<file path="src/rtl/sqwave_pkg.sv">
// Shared types and defaults for the multi-channel square-wave generator.
// Optional phase sync is enabled by SQWAVE_PHASE_SYNC_EN in the channel and top files.
package sqwave_pkg;

    localparam int unsigned SQW_W_DEF = 8;

    typedef enum logic [1:0] {
        IDLE = 2'd0,
        HIGH = 2'd1,
        LOW  = 2'd2
    } phase_t;

    // First phase of a period: high if there is any high time, else low, else park.
    function automatic phase_t entry_phase(input logic hi_nz, input logic lo_nz);
        if (hi_nz) return HIGH;
        if (lo_nz) return LOW;
        return IDLE;
    endfunction

endpackage

</file>
<file path="src/rtl/sqwave_chan.sv">
// One square-wave channel: high/low counter with counts double-buffered to the period boundary.
// SQWAVE_PHASE_SYNC_EN adds a sync input that forces a boundary on the next edge.
module sqwave_chan
    import sqwave_pkg::*;
#(
    parameter int unsigned W = SQW_W_DEF
) (
    input  logic         clk,
    input  logic         rst,
    input  logic         en,
    input  logic         load,
    input  logic [W-1:0] rise,
    input  logic [W-1:0] fall,
`ifdef SQWAVE_PHASE_SYNC_EN
    input  logic         sync,
`endif
    output logic         clk_out,
    output logic         period_done
);

    phase_t       st;
    logic [W-1:0] cnt;
    logic [W-1:0] act_hi;
    logic [W-1:0] act_lo;
    logic [W-1:0] pend_hi;
    logic [W-1:0] pend_lo;
    logic         pend_v;

    logic [W-1:0] nxt_hi_c;
    logic [W-1:0] nxt_lo_c;
    logic         nxt_hi_nz_c;
    logic         nxt_lo_nz_c;
    logic         hi_last_c;
    logic         lo_last_c;
    logic         sync_hit_c;
    logic         boundary_c;

    // Counts that take effect at the next period start (pending wins if present).
    assign nxt_hi_c    = pend_v ? pend_hi : act_hi;
    assign nxt_lo_c    = pend_v ? pend_lo : act_lo;
    assign nxt_hi_nz_c = |nxt_hi_c;
    assign nxt_lo_nz_c = |nxt_lo_c;
    assign hi_last_c   = (cnt == W'(act_hi - W'(1)));
    assign lo_last_c   = (cnt == W'(act_lo - W'(1)));

`ifdef SQWAVE_PHASE_SYNC_EN
    assign sync_hit_c = sync & en;
`else
    assign sync_hit_c = 1'b0;
`endif

    assign boundary_c = sync_hit_c
                      | ((st == HIGH) && hi_last_c && (act_lo == '0))
                      | ((st == LOW) && lo_last_c);

    always_ff @(posedge clk) begin
        if (rst) begin
            st          <= IDLE;
            cnt         <= '0;
            act_hi      <= '0;
            act_lo      <= '0;
            pend_hi     <= '0;
            pend_lo     <= '0;
            pend_v      <= 1'b0;
            clk_out     <= 1'b0;
            period_done <= 1'b0;
        end else begin
            period_done <= 1'b0;
            if (!en) begin
                st      <= IDLE;
                cnt     <= '0;
                clk_out <= 1'b0;
                act_hi  <= nxt_hi_c;
                act_lo  <= nxt_lo_c;
                pend_v  <= 1'b0;
            end else if ((st == IDLE) || boundary_c) begin
                // Period start: promote pending counts and pick the first phase.
                act_hi      <= nxt_hi_c;
                act_lo      <= nxt_lo_c;
                pend_v      <= 1'b0;
                cnt         <= '0;
                st          <= entry_phase(nxt_hi_nz_c, nxt_lo_nz_c);
                clk_out     <= nxt_hi_nz_c;
                period_done <= boundary_c && (nxt_hi_nz_c || nxt_lo_nz_c);
            end else if ((st == HIGH) && hi_last_c) begin
                st      <= LOW;
                cnt     <= '0;
                clk_out <= 1'b0;
            end else begin
                cnt <= cnt + W'(1);
            end

            // Loads land after the boundary logic so a load in a boundary cycle stays pending.
            if (load) begin
                if (st == IDLE) begin
                    act_hi <= rise;
                    act_lo <= fall;
                end else begin
                    pend_hi <= rise;
                    pend_lo <= fall;
                    pend_v  <= 1'b1;
                end
            end
        end
    end

endmodule

</file>
<file path="src/rtl/sqwave_gen_multi.sv">
// Multi-channel square-wave generator: slices packed counts and replicates sqwave_chan.
// SQWAVE_PHASE_SYNC_EN adds the shared sync input used to phase-align all channels.
module sqwave_gen_multi
    import sqwave_pkg::*;
#(
    parameter int unsigned CH = 4,
    parameter int unsigned W  = SQW_W_DEF
) (
    input  logic            clk,
    input  logic            rst,
    input  logic [CH-1:0]   en,
    input  logic [CH-1:0]   load,
    input  logic [CH*W-1:0] rise,
    input  logic [CH*W-1:0] fall,
`ifdef SQWAVE_PHASE_SYNC_EN
    input  logic            sync,
`endif
    output logic [CH-1:0]   clk_out,
    output logic [CH-1:0]   period_done
);

    for (genvar i = 0; i < CH; i++) begin : g_chan
        sqwave_chan #(
            .W(W)
        ) u_chan (
            .clk        (clk),
            .rst        (rst),
            .en         (en[i]),
            .load       (load[i]),
            .rise       (rise[i*W +: W]),
            .fall       (fall[i*W +: W]),
`ifdef SQWAVE_PHASE_SYNC_EN
            .sync       (sync),
`endif
            .clk_out    (clk_out[i]),
            .period_done(period_done[i])
        );
    end

endmodule

</file>
<file path="config.mk">
export PLATFORM = sky130hd
export DESIGN_NAME = sqwave_gen_multi
export DESIGN_NICKNAME = d
export VERILOG_FILES = /design/src/rtl/sqwave_pkg.sv /design/src/rtl/sqwave_chan.sv /design/src/rtl/sqwave_gen_multi.sv
export SDC_FILE = /design/constraint.sdc
export NUM_CORES = 1
export LEC_CHECK = 0
export CAP_MARGIN = 20
export CORE_ASPECT_RATIO = 0.5
export CORE_MARGIN = 5
export CORE_UTILIZATION = 30
export DETAILED_ROUTE_END_ITERATION = 7
export DONT_BUFFER_PORTS = 1
export GPL_ROUTABILITY_DRIVEN = 0
export GPL_TIMING_DRIVEN = 0
export SKIP_LAST_GASP = 1
export SYNTH_ARGS = -nofsm -noshare
export SYNTH_HDL_FRONTEND = slang
export SYNTH_SLANG_ARGS = --single-unit
</file>
<file path="constraint.sdc">
create_clock -name clk -period 3.07 [get_ports clk]
set_input_delay 0.7675 -clock clk [delete_from_list [all_inputs] [get_ports clk]]
set_output_delay 0.7675 -clock clk [all_outputs]
set_load 0.03 [all_outputs]
</file>
; Word-level counts from Yosys, hierarchy flattened
; Cells that the tools add are included.
[word_totals]
inputBits = 74
out_inout_bits = 8
word_cells = 264
register_bits = 180
[op_classes]
n_reduce_logical = 60
add_sub_neg = 12
eq_ne = 16
n_bitwise = 16
n_mux = 124
[ops]
columns = operator, count
row1 = $mux W8, 40
row2 = $eq A8 B8 Y1, 8
row3 = $reduce_or A8 Y1, 8
row4 = $sub A8 B1 Y8 const B, 8
row5 = $mux W1, 60
row6 = $mux W2, 24
row7 = $add A8 B1 Y8 const B, 4
row8 = $logic_not A8 Y1, 4
row9 = $logic_and A1 B1 Y1, 16
row10 = $reduce_or A4 Y1, 4
row11 = $not A1 Y1, 12
row12 = $reduce_or A3 Y1, 4
row13 = $eq A2 B1 Y1 const B, 4
row14 = $eq A2 B2 Y1 const B, 4
row15 = $logic_not A2 Y1, 4
row16 = $logic_or A1 B1 Y1, 8
row17 = $reduce_and A2 Y1, 4
row18 = $reduce_bool A2 Y1, 4
row19 = $reduce_or A2 Y1, 4
row20 = $or A1 B1 Y1, 4

; Depth between registers and ports, before layout
; Gate-level depths: netlist of run 1.
[depth]
ltp_word = 16
depth_mapped = 12

; Modules after synthesis
; A second synthesis of run 1 with hierarchy kept.
[hier_totals]
hier_cells = 1227
hier_area_um2 = 10098.4
[modules_own_cells]
columns = module, cells_each, n_inst, area_per_inst_um2
row1 = sqwave_chan at g_chan[0].u_chan ..., 310, 2, 2522.4
row2 = sqwave_chan at g_chan[2].u_chan, 329, 1, 2685.1
row3 = sqwave_chan at g_chan[3].u_chan, 278, 1, 2368.5

; Worst setup path after synthesis of run 1
; OpenSTA, ideal clock, no wires.
[synth_path]
path_type = reg2reg
start = register g_chan[0].u_chan.act_hi[0]
end = register g_chan[0].u_chan.act_lo[3]
synth_period_minus_slack_ps = 2709
setup_slack_ps = 361
setup_ps = 129
t_arrival_ps = 2580
stages_incl_launch_ff = 13
path_cell_list = dfxtp_1 > clkbuf_1 > inv_1 > ha_1 > clkbuf_1 > inv_1 > o41ai_1 > o31ai_1 > nor4_1 > o2111ai_2 > nand3_1 > buf_4 > o211ai_1
[synth_between]
elab_chain_len = 10
[synth_lines]
columns = item, line
row1 = start: declaration, sqwave_chan.sv:23  ; logic [W-1:0] act_hi;
row2 = start signal: assignment, sqwave_chan.sv:73  ; act_hi <= nxt_hi_c;
row3 = start signal: assignment, sqwave_chan.sv:78  ; act_hi <= nxt_hi_c;
row4 = start signal: assignment, sqwave_chan.sv:96  ; act_hi <= rise;
row5 = $sub A8 B1 Y8 (*), sqwave_chan.sv:43  ; assign hi_last_c = (cnt == W'(act_hi - W'(1)));
row6 = $eq A8 B8 Y1 (*), sqwave_chan.sv:43
row7 = $logic_and A1 B1 Y1 (*) (2 in series), sqwave_chan.sv:53  ; | ((st == HIGH) && hi_last_c && (act_lo == '0))
row8 = $or A1 B1 Y1 (*), sqwave_chan.sv:54  ; | ((st == LOW) && lo_last_c);
row9 = $logic_or A1 B1 Y1 (*), sqwave_chan.sv:76  ; end else if ((st == IDLE) || boundary_c) begin
row10 = $mux W8 (*), sqwave_chan.sv:76
row11 = $mux W8 (*), sqwave_chan.sv:69  ; if (!en) begin
row12 = $mux W8, sqwave_chan.sv:95  ; if (st == IDLE) begin
row13 = $mux W8 (*), sqwave_chan.sv:94  ; if (load) begin
row14 = end signal: assignment, sqwave_chan.sv:74  ; act_lo <= nxt_lo_c;
row15 = end signal: assignment, sqwave_chan.sv:79  ; act_lo <= nxt_lo_c;
row16 = end signal: assignment, sqwave_chan.sv:97  ; act_lo <= fall;
row17 = end: declaration, sqwave_chan.sv:24  ; logic [W-1:0] act_lo;
; Every way passes the cells marked *; elsewhere a longest branch is shown, timed or not.
; A chain may end at the register's enable or synchronous reset.

; Worst setup path in the final report of run 1
[layout_path]
start = register g_chan[1].u_chan.act_hi[0]
end = register g_chan[1].u_chan.act_hi[1]
[layout_between]
elab_chain_len = 10
[layout_lines]
columns = item, line
row1 = start: declaration, sqwave_chan.sv:23
row2 = start signal: assignment, sqwave_chan.sv:73
row3 = start signal: assignment, sqwave_chan.sv:78
row4 = start signal: assignment, sqwave_chan.sv:96
row5 = $sub A8 B1 Y8 (*), sqwave_chan.sv:43
row6 = $eq A8 B8 Y1 (*), sqwave_chan.sv:43
row7 = $logic_and A1 B1 Y1 (*) (2 in series), sqwave_chan.sv:53
row8 = $or A1 B1 Y1 (*), sqwave_chan.sv:54
row9 = $logic_or A1 B1 Y1 (*), sqwave_chan.sv:76
row10 = $mux W8 (*), sqwave_chan.sv:76
row11 = $mux W8 (*), sqwave_chan.sv:69
row12 = $mux W8, sqwave_chan.sv:95
row13 = $mux W8 (*), sqwave_chan.sv:94
; Marks and branches as above.

==> results of run 1 <==
flip-flops by register name, summed over array words and instances, names as in the netlist:
name / count
g_chan.u_chan.act_hi: 32
g_chan.u_chan.pend_lo: 32
g_chan.u_chan.clk_out: 2
g_chan.u_chan.act_lo: 32
g_chan.u_chan.pend_v: 4
g_chan.u_chan.period_done: 4
g_chan.u_chan.cnt: 32
g_chan.u_chan.pend_hi: 32
g_chan.u_chan.st: 6
worst max-delay path, delay by kind of cell, from the launching register on:
family	cells	cell delay, ns
buffers and inverters	3	0.45
and+or+nand+nor	4	1.01
adders and majority gates	1	0.23
AOI/OAI and AO/OA	3	0.78
DFF	1	0.29
path summary, 6_finish.rpt:
path | from | to | slack (ns) | depth (start not counted)
max | g_chan[1].u_chan.act_hi[0]$_SDFF_PP0_ | g_chan[1].u_chan.act_hi[1]$_SDFF_PP0_ | 0.20 | 11
min | fall[24] | g_chan[3].u_chan.pend_lo[0]$_SDFFE_PP0P_ | 0.45 | 2
min reg2reg | g_chan[2].u_chan.pend_hi[1]$_SDFFE_PP0P_ | g_chan[2].u_chan.pend_hi[1]$_SDFFE_PP0P_ | 0.47 | 2
max reg2reg | g_chan[1].u_chan.act_hi[0]$_SDFF_PP0_ | g_chan[1].u_chan.act_hi[1]$_SDFF_PP0_ | 0.20 | 11
final cells by class:
type                    count  area [um2]
repair buffers              7       50.05
clock inverters            15       182.7
plain buffers             100       439.2
well taps                 441       551.8
multi-input cells         957        6041
fillers                  3504       21810
inverters                  39       146.4
flip-flops and latches    176        3523
clock buffers              17       425.4
power groups by stage:
stage / clock (mW) / sequential [mW] / combinational, mW
after floorplan: 0 / 2.69 / 1.32
after global placement: 0 / 2.77 / 1.61
after detailed placement: 0 / 2.77 / 1.63
after CTS: 2.33 / 2.72 / 1.64
after global routing: 2.44 / 2.75 / 1.84
final: 2.29 / 2.73 / 1.65
layer usage:
layer	global-route usage (%)	share of wire [%]	up-vias
met3	3.268	4.6	35
met2	25.52	47	197
li1	-	-	4680
met5	0	0	-
met1	19.87	46	4392
met4	4.574	2.1	0
cell usage in the layout, fill, tap and decap left out, drive strengths merged, types with 6 or more instances in the layout:
| cell type | instances |
|---|---|
| o311a | 16 |
| nor3b | 7 |
| o21ai | 22 |
| clkinv | 6 |
| and3 | 12 |
| o211ai | 21 |
| buf | 34 |
| or4 | 11 |
| inv | 41 |
| nand2 | 183 |
| nor2b | 14 |
| clkbuf | 90 |
| xnor2 | 52 |
| nand3b | 6 |
| nor4 | 29 |
| and2 | 21 |
| ha | 12 |
| nor3 | 29 |
| nor4b | 7 |
| nand4 | 7 |
| a211oi | 17 |
| a31oi | 12 |
| a21oi | 87 |
| o31ai | 7 |
| o2111ai | 20 |
| dfxtp | 176 |
| nor2 | 91 |
| a32oi | 33 |
| a221o | 16 |
| nand3 | 58 |
| nand2b | 16 |
| a31o | 17 |
| or3 | 31 |
| xor2 | 38 |
| o21bai | 15 |
logic make-up (layout without fill, tap and decap cells):
group | after synthesis | count (layout) | share of synthesized area, %
AND/OR/NAND/NOR | 540 | 540 | 26.64
AO/OA/AOI/OAI | 314 | 314 | 23.28
flip-flops | 176 | 176 | 34.81
buffers and inverters | 140 | 178 | 5.822
XOR/XNOR | 90 | 90 | 7.862
adder cells (fa/ha/maj) | 12 | 12 | 1.483
multiplexers | 1 | 1 | 0.1112
per-stage QoR:
stage | area, um2 | instances | total power [mW] | TNS [ns]
2_1_floorplan | 10120 | 1273 | 4.010 | 0
3_3_place_gp | 10670 | 1714 | 4.381 | -2.075
3_5_place_dp | 10670 | 1714 | 4.403 | -2.190
4_1_cts | 11320 | 1748 | 6.699 | 0
5_1_grt | 11360 | 1752 | 7.033 | -0.03311
6_report | 11360 | 1752 | 6.659 | 0
repair_timing:
item / CTS / global route
hold buffers: 0 / 0
endpoints found under the setup margin: 17 / 50
gates resized for setup: 3 / 2
buffers inserted: 2 / 4
pin swaps: 2 / 2
==> out/qor.csv, run 1 <==
metric,value,unit
largest net degree at the start of global routing,17,
nets@finish,1384,
class of the worst hold path,input pin to flop,
Tcrit/Tclk final,93.51,%
"EDFF count, synth",0,
pre-CTS worst setup slack,-0.2102,ns
maximum root-to-sink buffer count,2,
fraction of registers with async set/reset,0,%
post-route ant nets,0,
run status,completed,
GRT overflow,0,
Routed wire per std cell,16.77,um
max-cap check violation count,0,
final WL,29.38,mm
PortBufs,0,
CP max-delay cell,or4b_4,
Ports,82,
WHS,0.4459,ns
first-pass GRT wire length,46.84,mm
"flops & latches, synth",176,
syn nets,1359,
leakage,3.792,nW
fin util,34.25,%
H-tree levels,4,
Slew headroom,49.13,%
crit path kind,flop to flop,
Worst-path clk slew,0.07,ns
initial antenna violation count,0,
detailed placer's ending HPWL,22.19,mm
most common cell in the netlist,nand2_1,
final worst setup slack,0.1992,ns
Switching Share,33.38,%
combinational share of power,24.7,%
YS warnings,0,
crit path max fanout,8,
Peak Freq,348.3,MHz
Final Hold Vio Count,0,
crit path capture type,flop,
Post-synth top cells,"182 x nand2_1, 176 x dfxtp_1, 91 x nor2_1",
DR iter-0 viols,673,
number of remaining DRC errors,0,
clk sinks,176,
core area,33170,um2
sequential-to-total area share from yosys stat,34.81,%
CTS Root Cell,clkbuf_16,
required time of the critical path,3.40,ns
Seq pwr share,40.9,%
total CTS buffers,17,
worst-skew pair later-pin latency,0.45,ns
power share of the clock group,34.3,%
P&R area growth vs syn,12.22,%
Internal,4.436,mW
Tmin final,2.871,ns
final setup violation count,0,
initial cell density of the core,30.52,%
number of vias per cell,5.311,
PwrDens,586.2,nW/um2
Die Y-Extent,139.9,um
number of cells produced by synthesis,1273,
Ant. Diodes,0,
CTS tree,built,
vias,9304,
die area,37740,um2
Max IR drop VDD,0.4920,mV
Main synth FF type,dfxtp_1,
actual slew at the worst max-slew pin,0.7631,ns
post-synth top area cell,dfxtp_1,
# rows,47,
CP Cell Sequence,buf_2 -> inv_1 -> ha_2 -> nand2b_1 -> nor4b_2 -> a31oi_1 -> or4b_4 -> o31ai_4 -> buf_4 -> nor3_1 -> o311a_1,
Post-Syn Area per Cell,7.951,um2
Worst Setup Start Kind,flop,
Mapped Area,10120,um2
Critical Path AT,3.21,ns
GR Util All Layers,15.24,%
max-slew violation count,0,
peak per-stage delay on the critical path,0.57,ns
top cell type's share of synthesized area,34.81,%
Sw Pwr,2.223,mW
drt first pass iters,5,
unique cell type count in the Yosys netlist,75,
die width,269.8,um
ranking of synthesized cells by area,"dfxtp_1 35%, nand2_1 6.7%, xnor2_1 4.5%, a21oi_1 4.3%, nor2_1 3.4%",
number of global-route vias before repair,8411,
clk_skew,0.01317,ns
share of layout cells above drive strength 1,8.238,%
No activity file was read; power rests on OpenSTA's default activity.
==> run 2, diff against run 1 <==
- CORE_MARGIN: 5 -> not set
- CORE_UTILIZATION: 30 -> 50
- clock period: 3.07 -> 3.5 ns (I/O delays scaled with it)
==> run 2 against run 1 <==
  * Combinational power is 12% lower
  * Critical path depth stayed put
  * Sequential power is 12% lower
  * Critical endpoint is now g_chan[0].u_chan.period_done$_SDFF_PP0_
  * Highest routed layer unchanged
==> out/qor.csv, run 2 (synthesized netlist as in run 1, its figures left out) <==
metric,value,unit,change
WHS,0.4736,ns,+0.02774 ns
number of global-route vias before repair,8647,,+2.8%
Die Y-Extent,102.6,um,-27%
run status,completed,,
Max IR drop VDD,0.3282,mV,-33%
crit path capture type,flop,,
fin util,56.63,%,+22 points
CP Depth,11,,unchanged
GRT overflow,0,,unchanged
leakage,3.779,nW,-0.32%
drt first pass iters,5,,unchanged
nets@finish,1379,,-0.36%
number of remaining DRC errors,0,,unchanged
CP max-delay cell,a221oi_1,,
worst-skew pair later-pin latency,0.45,ns,about the same
initial cell density of the core,51.54,%,+21 points
Worst Setup SP,g_chan[0].u_chan.act_hi[0]$_SDFF_PP0_,,
"Setup Fix Bufs, Post-CTS",0,,-2
Slew headroom,51.01,%,+1.9 points
PwrDens,535.3,nW/um2,-8.7%
"leading cell type in the layout, fill and taps excluded",nand2_1,,
# rows,36,,-23%
die area,20850,um2,-45%
RSZ-0062 raised after global routing,false,,
"CP delay by family, top",compound AO/OA/AOI/OAI gates,,
core area,19640,um2,-41%
vias,9542,,+2.6%
Worst-path clk slew,0.07,ns,about the same
Peak Freq,308.4,MHz,-11%
clk sinks,176,,unchanged
footprint of the multi-input gates,6032,um2,-0.14%
Buffers & Inverters on Critical Path,5,,+2
Filler cells,1904,,-46%
PortBufs,0,,unchanged
CTS tree,built,,
number of vias per cell,6.070,,+14%
CTS Root Cell,clkbuf_16,,
Critical Path AT,3.54,ns,+0.33 ns
R2R Path Start,g_chan[0].u_chan.act_hi[0]$_SDFF_PP0_,,
crit path max fanout,10,,+2
clk_skew,0.009937,ns,-0.003234 ns
actual slew at the worst max-slew pin,0.7300,ns,-0.03309 ns
peak per-stage delay on the critical path,0.44,ns,-0.13 ns
Ant. Diodes,0,,unchanged
required time of the critical path,3.80,ns,+0.40 ns
Tcrit/Tclk final,92.64,%,-0.87 points
die width,203.2,um,-25%
initial antenna violation count,0,,unchanged
Final Hold Vio Count,0,,unchanged
worst r2r path cells,11,,unchanged
maximum root-to-sink buffer count,2,,unchanged
Ports,82,,unchanged
Routed wire per std cell,18.50,um,+10%
most frequent cells in the layout,"182 x nand2_1, 176 x dfxtp_1, 91 x nor2_1",,
post-route ant nets,0,,unchanged
crit path kind,flop to flop,,
total CTS buffers,17,,unchanged
CP Cell Sequence,clkbuf_1 -> inv_1 -> ha_1 -> clkbuf_1 -> inv_1 -> o41ai_1 -> o31ai_1 -> nor4_2 -> o2111ai_4 -> buf_2 -> a221oi_1,,
sequential cell area,3523,um2,unchanged
max-slew violation count,0,,unchanged
final setup violation count,0,,unchanged
Pwr Total,5.953,mW,-11%
TNS Setup,0,ns,unchanged
max-cap check violation count,0,,unchanged
share of layout cells above drive strength 1,7.580,%,-0.66 points
first-pass GRT wire length,46.40,mm,-0.94%
P&R area growth vs syn,9.876,%,
final WL,29.08,mm,-1.0%
Tmin final,3.242,ns,+0.3715 ns
DR iter-0 viols,695,,+3.3%
H-tree levels,4,,unchanged
worst hold stages,2,,unchanged
class of the worst hold path,flop to flop,,
Hold Path Origin,g_chan[2].u_chan.pend_hi[0]$_SDFFE_PP0P_,,
GR Util All Layers,28.29,%,+13 points
Worst Setup Start Kind,flop,,
detailed placer's ending HPWL,21.77,mm,-1.9%
largest net degree at the start of global routing,17,,unchanged
run 2: cell type report:
type	count	area share (%)
plain buffers	101	3.982
clock buffers	20	4.106
clock inverters	12	1.642
inverters	39	1.316
multi-input cells	957	54.24
flip-flops and latches	176	31.68
well taps	266	2.992
repair buffers	1	0.04500
run 2: power by group:
part	switching [mW]	internal (mW)	leakage [nW]
Clock	0.849	1.24	0.303
Sequential	0.232	2.17	1.44
Combinational	0.875	0.586	2.04
Total	1.96	4.00	3.78
run 2: worst min-delay path, cell delays in order (launching register included):
cell	delay, ns
dfxtp_1	0.32
nand2_1	0.05
a21oi_1	0.05
run 2: repair_timing:
action,CTS,global route
endpoints found under the setup margin,0,23
hold endpoints to repair,0,0
resized for setup,0,3
hold buffers,0,0
run 2: worst paths after layout:
kind | to | slack [ns]
setup / recovery | g_chan[0].u_chan.period_done$_SDFF_PP0_ | 0.26
hold / removal | g_chan[2].u_chan.pend_hi[0]$_SDFFE_PP0P_ | 0.47
setup reg to reg | g_chan[0].u_chan.period_done$_SDFF_PP0_ | 0.26
hold reg to reg | g_chan[2].u_chan.pend_hi[0]$_SDFFE_PP0P_ | 0.47
run 2: layer usage:
metal	vias up	routed length (um)	track usage [%]	share of wire [%]
met1	4540	14420	40.84	50
li1	4674	-	-	-
met4	0	253	6.998	0.87
met2	304	12180	41.95	42
met3	24	2236	7.016	7.7
met5	-	0	0	0
run 2: stage by stage:
step	worst slack [ns]	cell area, um2	cells
6_report	0.2577	11120	1572
5_1_grt	0.06249	11120	1572
4_1_cts	0.05236	11090	1571
3_5_place_dp	0.09633	10460	1539
3_3_place_gp	0.2428	10460	1539
2_1_floorplan	0.7911	10120	1273
